--- src/rtl/arm7tdmi_mem_bridge_if.sv ---
// arm7tdmi_mem_bridge_if: bus bundle between the cache subsystem, the memory
// bridge and the external memory port.
//   slave  : bridge view (serves the cache-side request, drives the ext port)
//   master : requester/environment view (drives the cache-side request and
//            answers the ext port)
interface arm7tdmi_mem_bridge_if #(
    parameter int ADDR_WIDTH = 32
);
    // cache-side request / response
    logic [ADDR_WIDTH-1:0] mem_addr;
    logic                  mem_req;
    logic                  mem_write;
    logic [2:0]            mem_burst_len;
    logic [31:0]           mem_wdata;
    logic [3:0]            mem_byte_en;
    logic [31:0]           mem_rdata;
    logic                  mem_valid;
    logic                  mem_ready;
    // external memory port
    logic [ADDR_WIDTH-1:0] ext_addr;
    logic                  ext_req;
    logic                  ext_we;
    logic [3:0]            ext_be;
    logic [31:0]           ext_wdata;
    logic [31:0]           ext_rdata;
    logic                  ext_ack;
    // performance counter
    logic [31:0]           stall_cycles;

    modport slave (
        input  mem_addr, mem_req, mem_write, mem_burst_len, mem_wdata, mem_byte_en,
        output mem_rdata, mem_valid, mem_ready,
        output ext_addr, ext_req, ext_we, ext_be, ext_wdata,
        input  ext_rdata, ext_ack,
        output stall_cycles
    );

    modport master (
        output mem_addr, mem_req, mem_write, mem_burst_len, mem_wdata, mem_byte_en,
        input  mem_rdata, mem_valid, mem_ready,
        input  ext_addr, ext_req, ext_we, ext_be, ext_wdata,
        output ext_rdata, ext_ack,
        input  stall_cycles
    );
endinterface

--- src/rtl/arm7tdmi_mem_bridge.sv ---
// arm7tdmi_mem_bridge: sequences cache-side single writes and burst reads onto a
// req/ack external port, one word per beat, and counts external stall cycles.
// Build option: ARM7TDMI_MEMBRIDGE_WBUF_EN posts writes into a one-entry buffer
// (write completion reported immediately, drained through WR_BEAT).
module arm7tdmi_mem_bridge #(
    parameter int ADDR_WIDTH = 32
) (
    input  logic                   clk,
    input  logic                   rst_n,
    arm7tdmi_mem_bridge_if.slave   bus
);

    typedef enum logic [1:0] {
        IDLE    = 2'd0,
        RD_BEAT = 2'd1,
        WR_BEAT = 2'd2
    } state_t;

    state_t                state_q;
    logic [ADDR_WIDTH-1:0] addr_q;
    logic [2:0]            cnt_q;
    logic                  ext_req_q;
    logic                  ext_we_q;
    logic [3:0]            ext_be_q;
    logic [31:0]           ext_wdata_q;
    logic [31:0]           mem_rdata_q;
    logic                  mem_valid_q;
    logic                  mem_ready_q;
    logic [31:0]           stall_q;

    logic [ADDR_WIDTH-1:0] req_addr_d;
    logic [ADDR_WIDTH-1:0] addr_inc_d;
    logic [31:0]           stall_d;
    logic                  unused_addr_lsbs;

    // word-align the incoming address; next beat address wraps modulo 2^ADDR_WIDTH
    assign req_addr_d       = {bus.mem_addr[ADDR_WIDTH-1:2], 2'b00};
    assign addr_inc_d       = addr_q + ADDR_WIDTH'(4);
    assign unused_addr_lsbs = ^bus.mem_addr[1:0];

    // stall counter saturates at all-ones
    assign stall_d = (stall_q == 32'hFFFF_FFFF) ? stall_q : stall_q + 32'd1;

    // request/beat sequencer with registered outputs
    always_ff @(posedge clk or negedge rst_n) begin
        if (!rst_n) begin
            state_q     <= IDLE;
            addr_q      <= '0;
            cnt_q       <= 3'd0;
            ext_req_q   <= 1'b0;
            ext_we_q    <= 1'b0;
            ext_be_q    <= 4'b0000;
            ext_wdata_q <= 32'd0;
            mem_rdata_q <= 32'd0;
            mem_valid_q <= 1'b0;
            mem_ready_q <= 1'b1;
        end else begin
            mem_valid_q <= 1'b0;
            case (state_q)
                IDLE: begin
                    if (bus.mem_req) begin
                        addr_q      <= req_addr_d;
                        cnt_q       <= bus.mem_burst_len;
                        ext_req_q   <= 1'b1;
                        mem_ready_q <= 1'b0;
                        if (bus.mem_write) begin
                            ext_we_q    <= 1'b1;
                            ext_be_q    <= bus.mem_byte_en;
                            ext_wdata_q <= bus.mem_wdata;
                            state_q     <= WR_BEAT;
`ifdef ARM7TDMI_MEMBRIDGE_WBUF_EN
                            // posted write: completion reported on acceptance
                            mem_valid_q <= 1'b1;
`endif
                        end else begin
                            ext_we_q    <= 1'b0;
                            ext_be_q    <= 4'b1111;
                            state_q     <= RD_BEAT;
                        end
                    end
                end
                RD_BEAT: begin
                    if (bus.ext_ack) begin
                        mem_rdata_q <= bus.ext_rdata;
                        mem_valid_q <= 1'b1;
                        if (cnt_q != 3'd0) begin
                            cnt_q  <= cnt_q - 3'd1;
                            addr_q <= addr_inc_d;
                        end else begin
                            ext_req_q   <= 1'b0;
                            mem_ready_q <= 1'b1;
                            state_q     <= IDLE;
                        end
                    end
                end
                WR_BEAT: begin
                    if (bus.ext_ack) begin
                        ext_req_q   <= 1'b0;
                        ext_we_q    <= 1'b0;
                        mem_ready_q <= 1'b1;
                        state_q     <= IDLE;
`ifdef ARM7TDMI_MEMBRIDGE_WBUF_EN
                        // buffered write was already reported; drain is silent
`else
                        mem_valid_q <= 1'b1;
`endif
                    end
                end
                default: begin
                    ext_req_q   <= 1'b0;
                    mem_ready_q <= 1'b1;
                    state_q     <= IDLE;
                end
            endcase
        end
    end

    // count cycles where the external port is requested but not acknowledged
    always_ff @(posedge clk or negedge rst_n) begin
        if (!rst_n) begin
            stall_q <= 32'd0;
        end else if (ext_req_q && !bus.ext_ack) begin
            stall_q <= stall_d;
        end
    end

    assign bus.mem_rdata    = mem_rdata_q;
    assign bus.mem_valid    = mem_valid_q;
    assign bus.mem_ready    = mem_ready_q;
    assign bus.ext_addr     = addr_q;
    assign bus.ext_req      = ext_req_q;
    assign bus.ext_we       = ext_we_q;
    assign bus.ext_be       = ext_be_q;
    assign bus.ext_wdata    = ext_wdata_q;
    assign bus.stall_cycles = stall_q;

endmodule

--- src/flat_wrapper.sv ---
// flat-port wrapper written by rule: the top's interface ports become plain ports
module arm7tdmi_mem_bridge_flat 
#(
    parameter int ADDR_WIDTH = 32
)
  (clk, rst_n, bus_mem_addr, bus_mem_req, bus_mem_write, bus_mem_burst_len, bus_mem_wdata, bus_mem_byte_en, bus_mem_rdata, bus_mem_valid, bus_mem_ready, bus_ext_addr, bus_ext_req, bus_ext_we, bus_ext_be, bus_ext_wdata, bus_ext_rdata, bus_ext_ack, bus_stall_cycles);
  arm7tdmi_mem_bridge_if #(.ADDR_WIDTH(ADDR_WIDTH)) bus_i ();
  input  logic clk;
  input  logic rst_n;
  input wire logic [$bits(bus_i.mem_addr)-1:0] bus_mem_addr;
  input wire logic [$bits(bus_i.mem_req)-1:0] bus_mem_req;
  input wire logic [$bits(bus_i.mem_write)-1:0] bus_mem_write;
  input wire logic [$bits(bus_i.mem_burst_len)-1:0] bus_mem_burst_len;
  input wire logic [$bits(bus_i.mem_wdata)-1:0] bus_mem_wdata;
  input wire logic [$bits(bus_i.mem_byte_en)-1:0] bus_mem_byte_en;
  output wire logic [$bits(bus_i.mem_rdata)-1:0] bus_mem_rdata;
  output wire logic [$bits(bus_i.mem_valid)-1:0] bus_mem_valid;
  output wire logic [$bits(bus_i.mem_ready)-1:0] bus_mem_ready;
  output wire logic [$bits(bus_i.ext_addr)-1:0] bus_ext_addr;
  output wire logic [$bits(bus_i.ext_req)-1:0] bus_ext_req;
  output wire logic [$bits(bus_i.ext_we)-1:0] bus_ext_we;
  output wire logic [$bits(bus_i.ext_be)-1:0] bus_ext_be;
  output wire logic [$bits(bus_i.ext_wdata)-1:0] bus_ext_wdata;
  input wire logic [$bits(bus_i.ext_rdata)-1:0] bus_ext_rdata;
  input wire logic [$bits(bus_i.ext_ack)-1:0] bus_ext_ack;
  output wire logic [$bits(bus_i.stall_cycles)-1:0] bus_stall_cycles;
  assign bus_i.mem_addr = bus_mem_addr;
  assign bus_i.mem_req = bus_mem_req;
  assign bus_i.mem_write = bus_mem_write;
  assign bus_i.mem_burst_len = bus_mem_burst_len;
  assign bus_i.mem_wdata = bus_mem_wdata;
  assign bus_i.mem_byte_en = bus_mem_byte_en;
  assign bus_mem_rdata = bus_i.mem_rdata;
  assign bus_mem_valid = bus_i.mem_valid;
  assign bus_mem_ready = bus_i.mem_ready;
  assign bus_ext_addr = bus_i.ext_addr;
  assign bus_ext_req = bus_i.ext_req;
  assign bus_ext_we = bus_i.ext_we;
  assign bus_ext_be = bus_i.ext_be;
  assign bus_ext_wdata = bus_i.ext_wdata;
  assign bus_i.ext_rdata = bus_ext_rdata;
  assign bus_i.ext_ack = bus_ext_ack;
  assign bus_stall_cycles = bus_i.stall_cycles;
  arm7tdmi_mem_bridge #(.ADDR_WIDTH(ADDR_WIDTH)) u_core (.clk(clk), .rst_n(rst_n), .bus(bus_i));
endmodule
--- config.mk ---
export PLATFORM = sky130hd
export DESIGN_NAME = arm7tdmi_mem_bridge_flat
export DESIGN_NICKNAME = d
export VERILOG_FILES = /design/src/rtl/arm7tdmi_mem_bridge_if.sv /design/src/rtl/arm7tdmi_mem_bridge.sv /design/src/flat_wrapper.sv
export SDC_FILE = /design/constraint.sdc
export NUM_CORES = 1
export LEC_CHECK = 0
export CAP_MARGIN = 0
export CORE_ASPECT_RATIO = 2
export CORE_MARGIN = 4
export CORE_UTILIZATION = 45
export DETAILED_ROUTE_END_ITERATION = 10
export PLACE_DENSITY = 0.79
export SYNTH_ARGS = -nofsm -noshare
export SYNTH_HDL_FRONTEND = slang
export SYNTH_SLANG_ARGS = --single-unit
--- constraint.sdc ---
create_clock -name clk -period 2.8 [get_ports clk]
set_input_delay 0.56 -clock clk [delete_from_list [all_inputs] [get_ports clk]]
set_output_delay 0.56 -clock clk [all_outputs]
set_load 0.01 [all_outputs]
* Word-level counts from Yosys, hierarchy flattened
Index checks and enable logic that the tools add are counted.
** Operators by class
- $add $sub $neg :: 3
- Multipliers :: 0
- Divide/modulo/power cells :: 0
- Magnitude comparators :: 0
- Equality and inequality tests :: 8
- Shift operators :: 0
- Muxes and demuxes :: 30
- Bitwise logic cells :: 1
- Reduce and logical (&&, ||, !) cells :: 14
** Operators with widths (count)
- 2-to-1 mux 32 bit :: 3
- one-hot mux 32 bit (2 select lines) :: 1
- adder 32 x 1 -> 32 bit (second input constant) :: 1
- adder 32 x 3 -> 32 bit (second input constant) :: 1
- equality test 32 bit (second input constant) :: 1
- 2-to-1 mux 1 bit :: 12
- 2-to-1 mux 2 bit :: 5
- 2-to-1 mux 3 bit :: 3
- inequality test 2 bit (second input constant) :: 4
- AND reduction 4 bit :: 2
- one-hot mux 1 bit (3 select lines) :: 2
- one-hot mux 2 bit (3 select lines) :: 1
- one-hot mux 3 bit (2 select lines) :: 1
- AND reduction 2 bit :: 3
- AND reduction 3 bit :: 2
- 2-to-1 mux 4 bit :: 1
- nonzero test 2 bit :: 2
- nonzero test 3 bit :: 1
- subtractor 3 x 1 -> 3 bit (second input constant) :: 1
- equality test 2 x 1 -> 1 bit (second input constant) :: 1
- equality test 2 bit (second input constant) :: 1
- logical NOT 2 bit :: 1
- inequality test 2 x 1 -> 1 bit (second input constant) :: 1
- one-hot mux 1 bit (2 select lines) :: 1
- 4 further kinds :: 4
** Storage, ports and cells
- Register bits :: 141
- Latch bits :: 0
- Bits in writable memories :: 0
- Bits in read-only memories :: 0
- Output and inout port bits :: 136
- Memories :: 0

* Longest topological paths before layout
Gate-level depths: netlist of the first run.
- Depth after elaboration :: 4
- Depth in mapped cells :: 10
- Mapped depth without buffers :: 7

* Least setup slack after synthesis of the first run
Ideal clock, no wire load.
- Path type :: register to register
- Start :: reg u_core.stall_q[0], in the netlist u_core.bus.stall_cycles[0]
- End :: reg u_core.stall_q[26], in the netlist u_core.bus.stall_cycles[26]
- Arrival :: 1.879 ns
- Data required time :: 2.673 ns
- Setup slack :: 0.794 ns
- Cell stages (with the launch flop) :: 7
- Path buffers :: 0
- Period minus slack after synthesis :: 2.006 ns
- Path through :: dfrtp_1 -> ha_1 -> nand4_2 -> or4_1 -> a311oi_2 -> nand3_1 -> xnor2_1
** Between the ends
- Longest elaborated chain between the ends :: 3
** Ends and longest elaborated chain
- start, declared :: line arm7tdmi_mem_bridge.sv:29 : logic [31:0] stall_q;
- start signal, assigned :: line arm7tdmi_mem_bridge.sv:123 : stall_q <= stall_d;
- branches (longest 3 deep; another with adder 32 x 1 -> 32 bit)
Parallel ways; which one is timed is not known.
A chain may end at the register's enable or synchronous reset.

* Final worst setup path of the first run
Same ends and word-level chain as after synthesis.

==> flow_results.xml, run 1 <==
<?xml version="1.0" encoding="UTF-8"?>
<metrics>
  <group name="floorplan">
    <metric name="pin_count" unit="">244</metric>
    <metric name="initial_standard_cell_utilization_of_the_core" unit="%">45.6</metric>
    <metric name="die_width" unit="µm">93.3</metric>
    <metric name="floorplan.rows" unit="">62</metric>
    <metric name="fp.coreArea" unit="mm²">0.0144</metric>
    <metric name="die_height" unit="µm">179</metric>
    <metric name="die_area" unit="mm²">0.0166</metric>
  </group>
  <group name="timing">
    <metric name="worst_slew_margin_rel" unit="%">63.8</metric>
    <metric name="post-route-min-period" unit="ns">2.15</metric>
    <metric name="hold_ws" unit="ns">0.0153</metric>
    <metric name="achievable-frequency" unit="MHz">466</metric>
    <metric name="final-max-slew-violation-count" unit="">0</metric>
    <metric name="clock-skew-final" unit="ns">0.00948</metric>
    <metric name="worst_slew_pin_slew" unit="ns">0.541</metric>
    <metric name="finalSetupViolCount" unit="">0</metric>
    <metric name="timing.setup.tns" unit="ns">0</metric>
    <metric name="timing_hold_violations_final" unit="">0</metric>
    <metric name="post-route-period-util" unit="%">76.6</metric>
    <metric name="grt_setup_unrepaired" unit="">no</metric>
  </group>
  <group name="yosys">
    <metric name="distinct_cell_type_count_of_the_synthesized_netlist" unit="">54</metric>
    <metric name="synth_largest_area_cell" unit="">sky130_fd_sc_hd__dfrtp_1</metric>
    <metric name="synth_top_cells_by_area" unit="">sky130_fd_sc_hd__dfrtp_1 53%, sky130_fd_sc_hd__mux2_2 12%, sky130_fd_sc_hd__xnor2_1 3.7%, sky130_fd_sc_hd__nand3_1 2.9%, sky130_fd_sc_hd__mux2i_1 2.8%</metric>
    <metric name="post_synth_inst_count" unit="">575</metric>
    <metric name="cell_area_after_technology_mapping" unit="mm²">0.00654</metric>
    <metric name="synth_edf_count" unit="">0</metric>
    <metric name="synth-async-reset-ratio" unit="%">100</metric>
    <metric name="synth_sequential_area_ratio" unit="%">53.2</metric>
    <metric name="synth.ff_latch_count" unit="">139</metric>
    <metric name="synth_flop_cell" unit="">sky130_fd_sc_hd__dfrtp_1</metric>
    <metric name="synth_top_area_share" unit="%">52.8</metric>
    <metric name="yosysWarnings" unit="">0</metric>
    <metric name="synth_area_per_cell" unit="µm²">11.4</metric>
  </group>
  <group name="global_route">
    <metric name="antenna_found_initial" unit="">0</metric>
    <metric name="grt_first_pass_wirelength" unit="µm">30400</metric>
    <metric name="grt.total_usage" unit="%">23.4</metric>
    <metric name="globalRoute.totalOverflow" unit="">0</metric>
    <metric name="via_count_of_the_first_global_routing_pass" unit="">6020</metric>
    <metric name="largest_net_degree_at_the_start_of_global_routing" unit="">86</metric>
  </group>
  <group name="critical_path">
    <metric name="critical_path_max_stage_delay" unit="ns">0.57</metric>
    <metric name="timing.critical_path.arrival" unit="ns">2.44</metric>
    <metric name="critical_path.startpoint_type" unit="">flip-flop</metric>
    <metric name="cp.required" unit="ns">3.10</metric>
    <metric name="timing.critical_path.fanout_max" unit="">5</metric>
    <metric name="timing.setup.critical_path_class" unit="">reg2reg</metric>
    <metric name="crit_chain" unit="">ha_1, nand4_2, or4_1, a311oi_2, nand3_1, xnor2_1</metric>
    <metric name="timing.critical_path.to_type" unit="">flip-flop</metric>
    <metric name="cpMaxStageDelayCell" unit="">sky130_fd_sc_hd__or4_1</metric>
  </group>
  <group name="cells_and_area">
    <metric name="synthesis_to_finish_area_growth" unit="%">49.8</metric>
    <metric name="layout.nets" unit="">935</metric>
    <metric name="drive_above_1_share" unit="%">16.1</metric>
    <metric name="antennaDiodeCount" unit="">0</metric>
    <metric name="layout.cells.non_filler" unit="">1025</metric>
  </group>
  <group name="clock_network">
    <metric name="worstSkewPairLatency" unit="ns">0.42</metric>
    <metric name="cts.htree.levels" unit="">4</metric>
    <metric name="cts_sinks" unit="">139</metric>
    <metric name="tritoncts.num_buffers" unit="">17</metric>
    <metric name="clock_tree_from_tritoncts" unit="">built</metric>
    <metric name="hold_buffer_count_at_cts" unit="">0</metric>
    <metric name="cts-root-buf" unit="">sky130_fd_sc_hd__clkbuf_16</metric>
    <metric name="number_of_buffers_added_for_setup_after_cts" unit="">0</metric>
    <metric name="cts_buffer_depth" unit="">2</metric>
    <metric name="ctsResizeCount" unit="">0</metric>
    <metric name="clk_pin_slew_worst_paths" unit="ns">0.06</metric>
  </group>
  <group name="pwr">
    <metric name="p_per_area" unit="mW/mm²">1070</metric>
    <metric name="power.static_leakage" unit="nW">4.00</metric>
    <metric name="power.ir.vdd_worst" unit="V">0.000512</metric>
  </group>
  <group name="place">
    <metric name="globalplace.congestion" unit="">0.914</metric>
    <metric name="place.port_buffers" unit="">239</metric>
    <metric name="sum_of_net_half_perimeters_after_detailed_placement" unit="µm">14700</metric>
    <metric name="dp_cells" unit="">993</metric>
  </group>
  <group name="detailed_routing">
    <metric name="antenna_violating_nets_post_route" unit="">0</metric>
    <metric name="route.final.wire_length" unit="µm">19500</metric>
    <metric name="drtIter0Drc" unit="">220</metric>
    <metric name="route.detailed.wl_per_inst" unit="µm">19.0</metric>
    <metric name="drt_drc_violations_left" unit="">0</metric>
    <metric name="dr_total_vias" unit="">5632</metric>
    <metric name="dr.pass1.iters" unit="">4</metric>
    <metric name="detailed_route_vias_per_instance" unit="">5.49</metric>
  </group>
  <group name="run">
    <metric name="cap_violations" unit="">0</metric>
  </group>
  <group name="min_path">
    <metric name="hold_path_class" unit="">in2async</metric>
  </group>
  <group name="status">
    <metric name="run_status" unit="">finished, final reports clean</metric>
  </group>
</metrics>
logic make-up (layout without fill, tap and decap cells):
group / count (synthesis) / in the layout / synth area share, %
AND/OR/NAND/NOR: 171 / 171 / 15.1
flip-flops: 139 / 139 / 53.2
AO/OA/AOI/OAI: 94 / 94 / 8.89
multiplexers: 85 / 85 / 14.3
buffers and inverters: 47 / 304 / 3.02
XOR/XNOR: 31 / 31 / 4.15
adder cells (fa/ha/maj): 7 / 7 / 1.34
other: 1 / 2 / 0.0573
placed cells by master, fill, tap and decap left out, types with 9 or more instances in the layout:
| cell type | instances |
|---|---|
| sky130_fd_sc_hd__clkdlybuf4s50_1 | 238 |
| sky130_fd_sc_hd__dfrtp_1 | 138 |
| sky130_fd_sc_hd__mux2_2 | 67 |
| sky130_fd_sc_hd__nand3_1 | 38 |
| sky130_fd_sc_hd__nand2_1 | 30 |
| sky130_fd_sc_hd__xnor2_1 | 28 |
| sky130_fd_sc_hd__o22ai_1 | 28 |
| sky130_fd_sc_hd__a21oi_1 | 28 |
| sky130_fd_sc_hd__nand4_1 | 27 |
| sky130_fd_sc_hd__mux2i_1 | 18 |
| sky130_fd_sc_hd__clkbuf_16 | 17 |
| sky130_fd_sc_hd__buf_4 | 17 |
| sky130_fd_sc_hd__inv_1 | 15 |
| sky130_fd_sc_hd__o21ai_0 | 15 |
| sky130_fd_sc_hd__and3_1 | 13 |
| sky130_fd_sc_hd__nor3_1 | 10 |
| sky130_fd_sc_hd__nor2_1 | 10 |
| sky130_fd_sc_hd__and4_1 | 9 |
through the flow:
stage	area, µm²	utilization (%)	power (mW)	setup slack, ns
floorplan	6550	-	5.75	0.794
CTS	9800	68.3	10.5	0.636
finish	9800	68.3	10.4	0.654
global placement	9190	64.0	8.00	0.395
global route	9800	68.3	11.1	0.460
detailed placement	9190	64.0	8.19	0.365
where the power goes:
part	switching [mW]	total, mW	internal (mW)
Combinational	2.04	4.58	2.53
Clock	0.934	2.31	1.37
Sequential	0.728	3.57	2.84
critical path, delay by kind of cell (launching register included):
family	cells	cell delay, ns
compound gates	1	0.36
xor+xnor	1	0.14
fa+ha+maj	1	0.25
flops	1	0.42
simple gates	3	0.85
registers in the layout, summed over array words and instances (netlist names), 2 cells and up:
name / count
u_core.bus.stall_cycles: 32
u_core.bus.ext_addr: 30
u_core.bus.ext_wdata: 32
u_core.state_q: 2
u_core.bus.mem_rdata: 32
u_core.cnt_q: 3
u_core.bus.ext_be: 4
per-layer routing:
metal	vias up	GRT usage, %	wire length, µm
met2	222	43.1	10900
met4	0	10.6	652
li1	2610	-	-
met3	52	5.40	1060
met1	2748	24.7	6870
met5	-	0	0
final cells by class:
class	count	area, µm²
Clock inverter	14	175
Sequential cell	139	3480
Fill cell	1093	4550
Timing Repair Buffer	257	2540
Inverter	15	56.3
Multi-Input combinational cell	390	2870
Tap cell	192	240
Clock buffer	18	439
worst paths after layout:
| check | end | slack (ns) | start | depth (start not counted) |
|---|---|---|---|---|
| worst max-delay path | u_core.bus.stall_cycles[26] | 0.65 | u_core.bus.stall_cycles[0] | 6 |
| worst min-delay path | u_core.bus.ext_addr[14] | 0.02 | rst_n | 1 |
| min in group clk | u_core.bus.mem_rdata[1] | 0.50 | u_core.bus.mem_rdata[1] | 1 |
| max in group asynchronous | u_core.bus.ext_wdata[31] | 2.03 | rst_n | 2 |
| worst min register to register | u_core.bus.mem_rdata[1] | 0.50 | u_core.bus.mem_rdata[1] | 1 |
| worst max register to register | u_core.bus.stall_cycles[26] | 0.65 | u_core.bus.stall_cycles[0] | 6 |
synth_stat cells (all sizes together), types with 8 or more instances:
master and count:
a31oi 8, mux2 67, o21ai 15, dfrtp 138
o22ai 29, inv 15, and4 12, mux2i 18
nor2 10, xnor2 28, buf 16, and3 15
nand2 30, clkbuf 16, a21oi 28, nor3 10
nand4 29, nand3 38
Note: power is estimated with default switching activity, not from simulation.
==> run 2: changes to the inputs <==
==> constraint.sdc (replaced) <==
create_clock -name clk -period 2.18 [get_ports clk]
set_input_delay 0.436 -clock clk [delete_from_list [all_inputs] [get_ports clk]]
set_output_delay 0.436 -clock clk [all_outputs]
set_load 0.01 [all_outputs]
==> run 2 against run 1 <==
Sequential power up 26%; clock skew up 0.0024 ns; combinational power up 36%; critical endpoint unchanged; core utilization up 1.1 points.
==> flow_results.xml, run 2 (same netlist as run 1, synthesis figures left out) <==
<?xml version="1.0" encoding="UTF-8"?>
<metrics>
  <group name="timing">
    <metric name="achievable-frequency" unit="MHz">498</metric>
    <metric name="finalSetupViolCount" unit="">0</metric>
    <metric name="timing.setup.tns" unit="ns">0</metric>
    <metric name="worst_slew_pin_slew" unit="ns">0.514</metric>
    <metric name="post-route-min-period" unit="ns">2.01</metric>
    <metric name="grt_setup_unrepaired" unit="">no</metric>
    <metric name="worst_slew_margin_rel" unit="%">65.7</metric>
    <metric name="layout_setup_ws" unit="ns">0.172</metric>
    <metric name="final-max-slew-violation-count" unit="">0</metric>
    <metric name="timing_hold_violations_final" unit="">0</metric>
    <metric name="post-route-period-util" unit="%">92.1</metric>
    <metric name="clock-skew-final" unit="ns">0.0118</metric>
  </group>
  <group name="global_route">
    <metric name="grt_first_pass_wirelength" unit="µm">31800</metric>
    <metric name="via_count_of_the_first_global_routing_pass" unit="">6162</metric>
    <metric name="antenna_found_initial" unit="">1</metric>
    <metric name="largest_net_degree_at_the_start_of_global_routing" unit="">52</metric>
    <metric name="globalRoute.totalOverflow" unit="">0</metric>
    <metric name="grt.total_usage" unit="%">24.2</metric>
  </group>
  <group name="critical_path">
    <metric name="timing.setup.critical_path_class" unit="">reg2reg</metric>
    <metric name="timing.critical_path.arrival" unit="ns">2.30</metric>
    <metric name="reg2reg_from" unit="">u_core.bus.stall_cycles[0]</metric>
    <metric name="timing.reg2reg.worst_path_depth" unit="">6</metric>
    <metric name="critical_path.startpoint_type" unit="">flip-flop</metric>
    <metric name="crit_chain" unit="">ha_1, nand4_2, or4_1, a311oi_2, nand3_1, xnor2_1</metric>
    <metric name="timing.critical_path.fanout_max" unit="">4</metric>
    <metric name="cpMaxStageDelayCell" unit="">sky130_fd_sc_hd__or4_1</metric>
    <metric name="timing.critical_path.to_type" unit="">flip-flop</metric>
    <metric name="worst_setup_path_startpoint" unit="">u_core.bus.stall_cycles[0]</metric>
    <metric name="critical_path_max_stage_delay" unit="ns">0.57</metric>
    <metric name="cp.required" unit="ns">2.47</metric>
  </group>
  <group name="pwr">
    <metric name="power.static_leakage" unit="nW">4.10</metric>
    <metric name="total_power" unit="mW">13.5</metric>
    <metric name="p_per_area" unit="mW/mm²">1350</metric>
    <metric name="power.ir.vdd_worst" unit="V">0.000668</metric>
  </group>
  <group name="detailed_routing">
    <metric name="dr_total_vias" unit="">5829</metric>
    <metric name="route.final.wire_length" unit="µm">20100</metric>
    <metric name="route.detailed.wl_per_inst" unit="µm">19.2</metric>
    <metric name="antenna_violating_nets_post_route" unit="">0</metric>
    <metric name="drt_drc_violations_left" unit="">0</metric>
    <metric name="drtIter0Drc" unit="">264</metric>
    <metric name="detailed_route_vias_per_instance" unit="">5.57</metric>
    <metric name="dr.pass1.iters" unit="">7</metric>
  </group>
  <group name="floorplan">
    <metric name="die_width" unit="µm">93.3</metric>
    <metric name="initial_standard_cell_utilization_of_the_core" unit="%">45.6</metric>
    <metric name="die_area" unit="mm²">0.0166</metric>
    <metric name="fp.coreArea" unit="mm²">0.0144</metric>
    <metric name="die_height" unit="µm">179</metric>
    <metric name="floorplan.rows" unit="">62</metric>
    <metric name="pin_count" unit="">244</metric>
  </group>
  <group name="place">
    <metric name="detailedPlace.worstSlack" unit="ns">-0.132</metric>
    <metric name="sum_of_net_half_perimeters_after_detailed_placement" unit="µm">15100</metric>
    <metric name="globalplace.congestion" unit="">0.932</metric>
    <metric name="place.port_buffers" unit="">239</metric>
    <metric name="dp_cells" unit="">1014</metric>
  </group>
  <group name="clock_network">
    <metric name="clock_tree_from_tritoncts" unit="">built</metric>
    <metric name="number_of_buffers_added_for_setup_after_cts" unit="">0</metric>
    <metric name="cts_sinks" unit="">139</metric>
    <metric name="tritoncts.num_buffers" unit="">17</metric>
    <metric name="clk_pin_slew_worst_paths" unit="ns">0.06</metric>
    <metric name="cts-root-buf" unit="">sky130_fd_sc_hd__clkbuf_16</metric>
    <metric name="cts_buffer_depth" unit="">2</metric>
    <metric name="worstSkewPairLatency" unit="ns">0.41</metric>
    <metric name="cts.htree.levels" unit="">4</metric>
  </group>
  <group name="run">
    <metric name="cap_violations" unit="">0</metric>
  </group>
  <group name="min_path">
    <metric name="hold_path_class" unit="">reg2reg</metric>
    <metric name="hold-path-cell-count" unit="">1</metric>
    <metric name="hp-start" unit="">u_core.bus.stall_cycles[31]</metric>
  </group>
  <group name="status">
    <metric name="run_status" unit="">finished, final reports clean</metric>
  </group>
  <group name="cells_and_area">
    <metric name="layout.cells.non_filler" unit="">1047</metric>
    <metric name="antennaDiodeCount" unit="">0</metric>
    <metric name="postLayoutCoreUtil" unit="%">69.4</metric>
    <metric name="commonest_cells_after_routing_fill_and_taps_aside" unit="">238 x sky130_fd_sc_hd__clkdlybuf4s50_1, 138 x sky130_fd_sc_hd__dfrtp_1, 67 x sky130_fd_sc_hd__mux2_2</metric>
    <metric name="synthesis_to_finish_area_growth" unit="%">52.1</metric>
    <metric name="layout.nets" unit="">957</metric>
    <metric name="drive_above_1_share" unit="%">18.1</metric>
    <metric name="layout.cells.most_common" unit="">sky130_fd_sc_hd__clkdlybuf4s50_1</metric>
  </group>
</metrics>
## run 2: changes by cell type in the layout (fill, tap and decap cells not counted), sizes merged
cell,previous run,this run
buf,19,40
dlygate4sd3,0,1
clkinvlp,2,3
bufinv,2,0
inv,22,23
## run 2: repair_timing
action	CTS	global route
hold buffers	1	0
setup endpoints to repair	0	2
hold endpoints to repair	19	0
gates resized for setup	0	0
## run 2: through the flow
step / cell area [µm²] / hold WS [ns]
after floorplan: 6550 / 0.140
after global placement: 9380 / 0.412
after detailed placement: 9380 / 0.421
after CTS: 9950 / 0.496
after global routing: 9950 / 0.524
final: 9950 / 0.497
## run 2: cell type report
| class | count | area [µm²] |
|---|---|---|
| clock buffer | 18 | 439 |
| timing repair buffer | 279 | 2750 |
| fill | 1057 | 4400 |
| clock inverter | 14 | 123 |
| sequential | 139 | 3480 |
| multi-input combinational | 390 | 2870 |
| inverter | 15 | 56.3 |
| tap | 192 | 240 |
## run 2: path summary, 6_finish.rpt
path | endpoint | slack [ns]
max reg2reg | u_core.bus.stall_cycles[26] | 0.17
max | u_core.bus.stall_cycles[26] | 0.17
min | u_core.bus.stall_cycles[31] | 0.50
max in group asynchronous | u_core.bus.mem_ready | 0.98
min reg2reg | u_core.bus.stall_cycles[31] | 0.50
min in group asynchronous | u_core.bus.ext_addr[9] | 0.53
## run 2: report_power, final
group	leakage [nW]	switching, mW	total, mW	internal (mW)
Sequential	1.67	0.866	4.51	3.65
Combinational	2.15	2.78	6.22	3.45
Clock	0.270	1.20	2.73	1.53
Total	4.10	4.84	13.5	8.62
## run 2: metal layers
layer	part of all wire (%)	wire (µm)	GRT usage (%)
met1	36	7130	27.3
met2	56	11100	43.3
met3	5.6	1120	5.19
met4	3.3	655	10.3
met5	0.065	13	0
## run 2: critical path, delay by kind of cell (launching register included)
kind | cells | cell delay [ns]
flops | 1 | 0.36
simple gates | 3 | 0.86
fa+ha+maj | 1 | 0.22
compound gates | 1 | 0.30
xor+xnor | 1 | 0.14
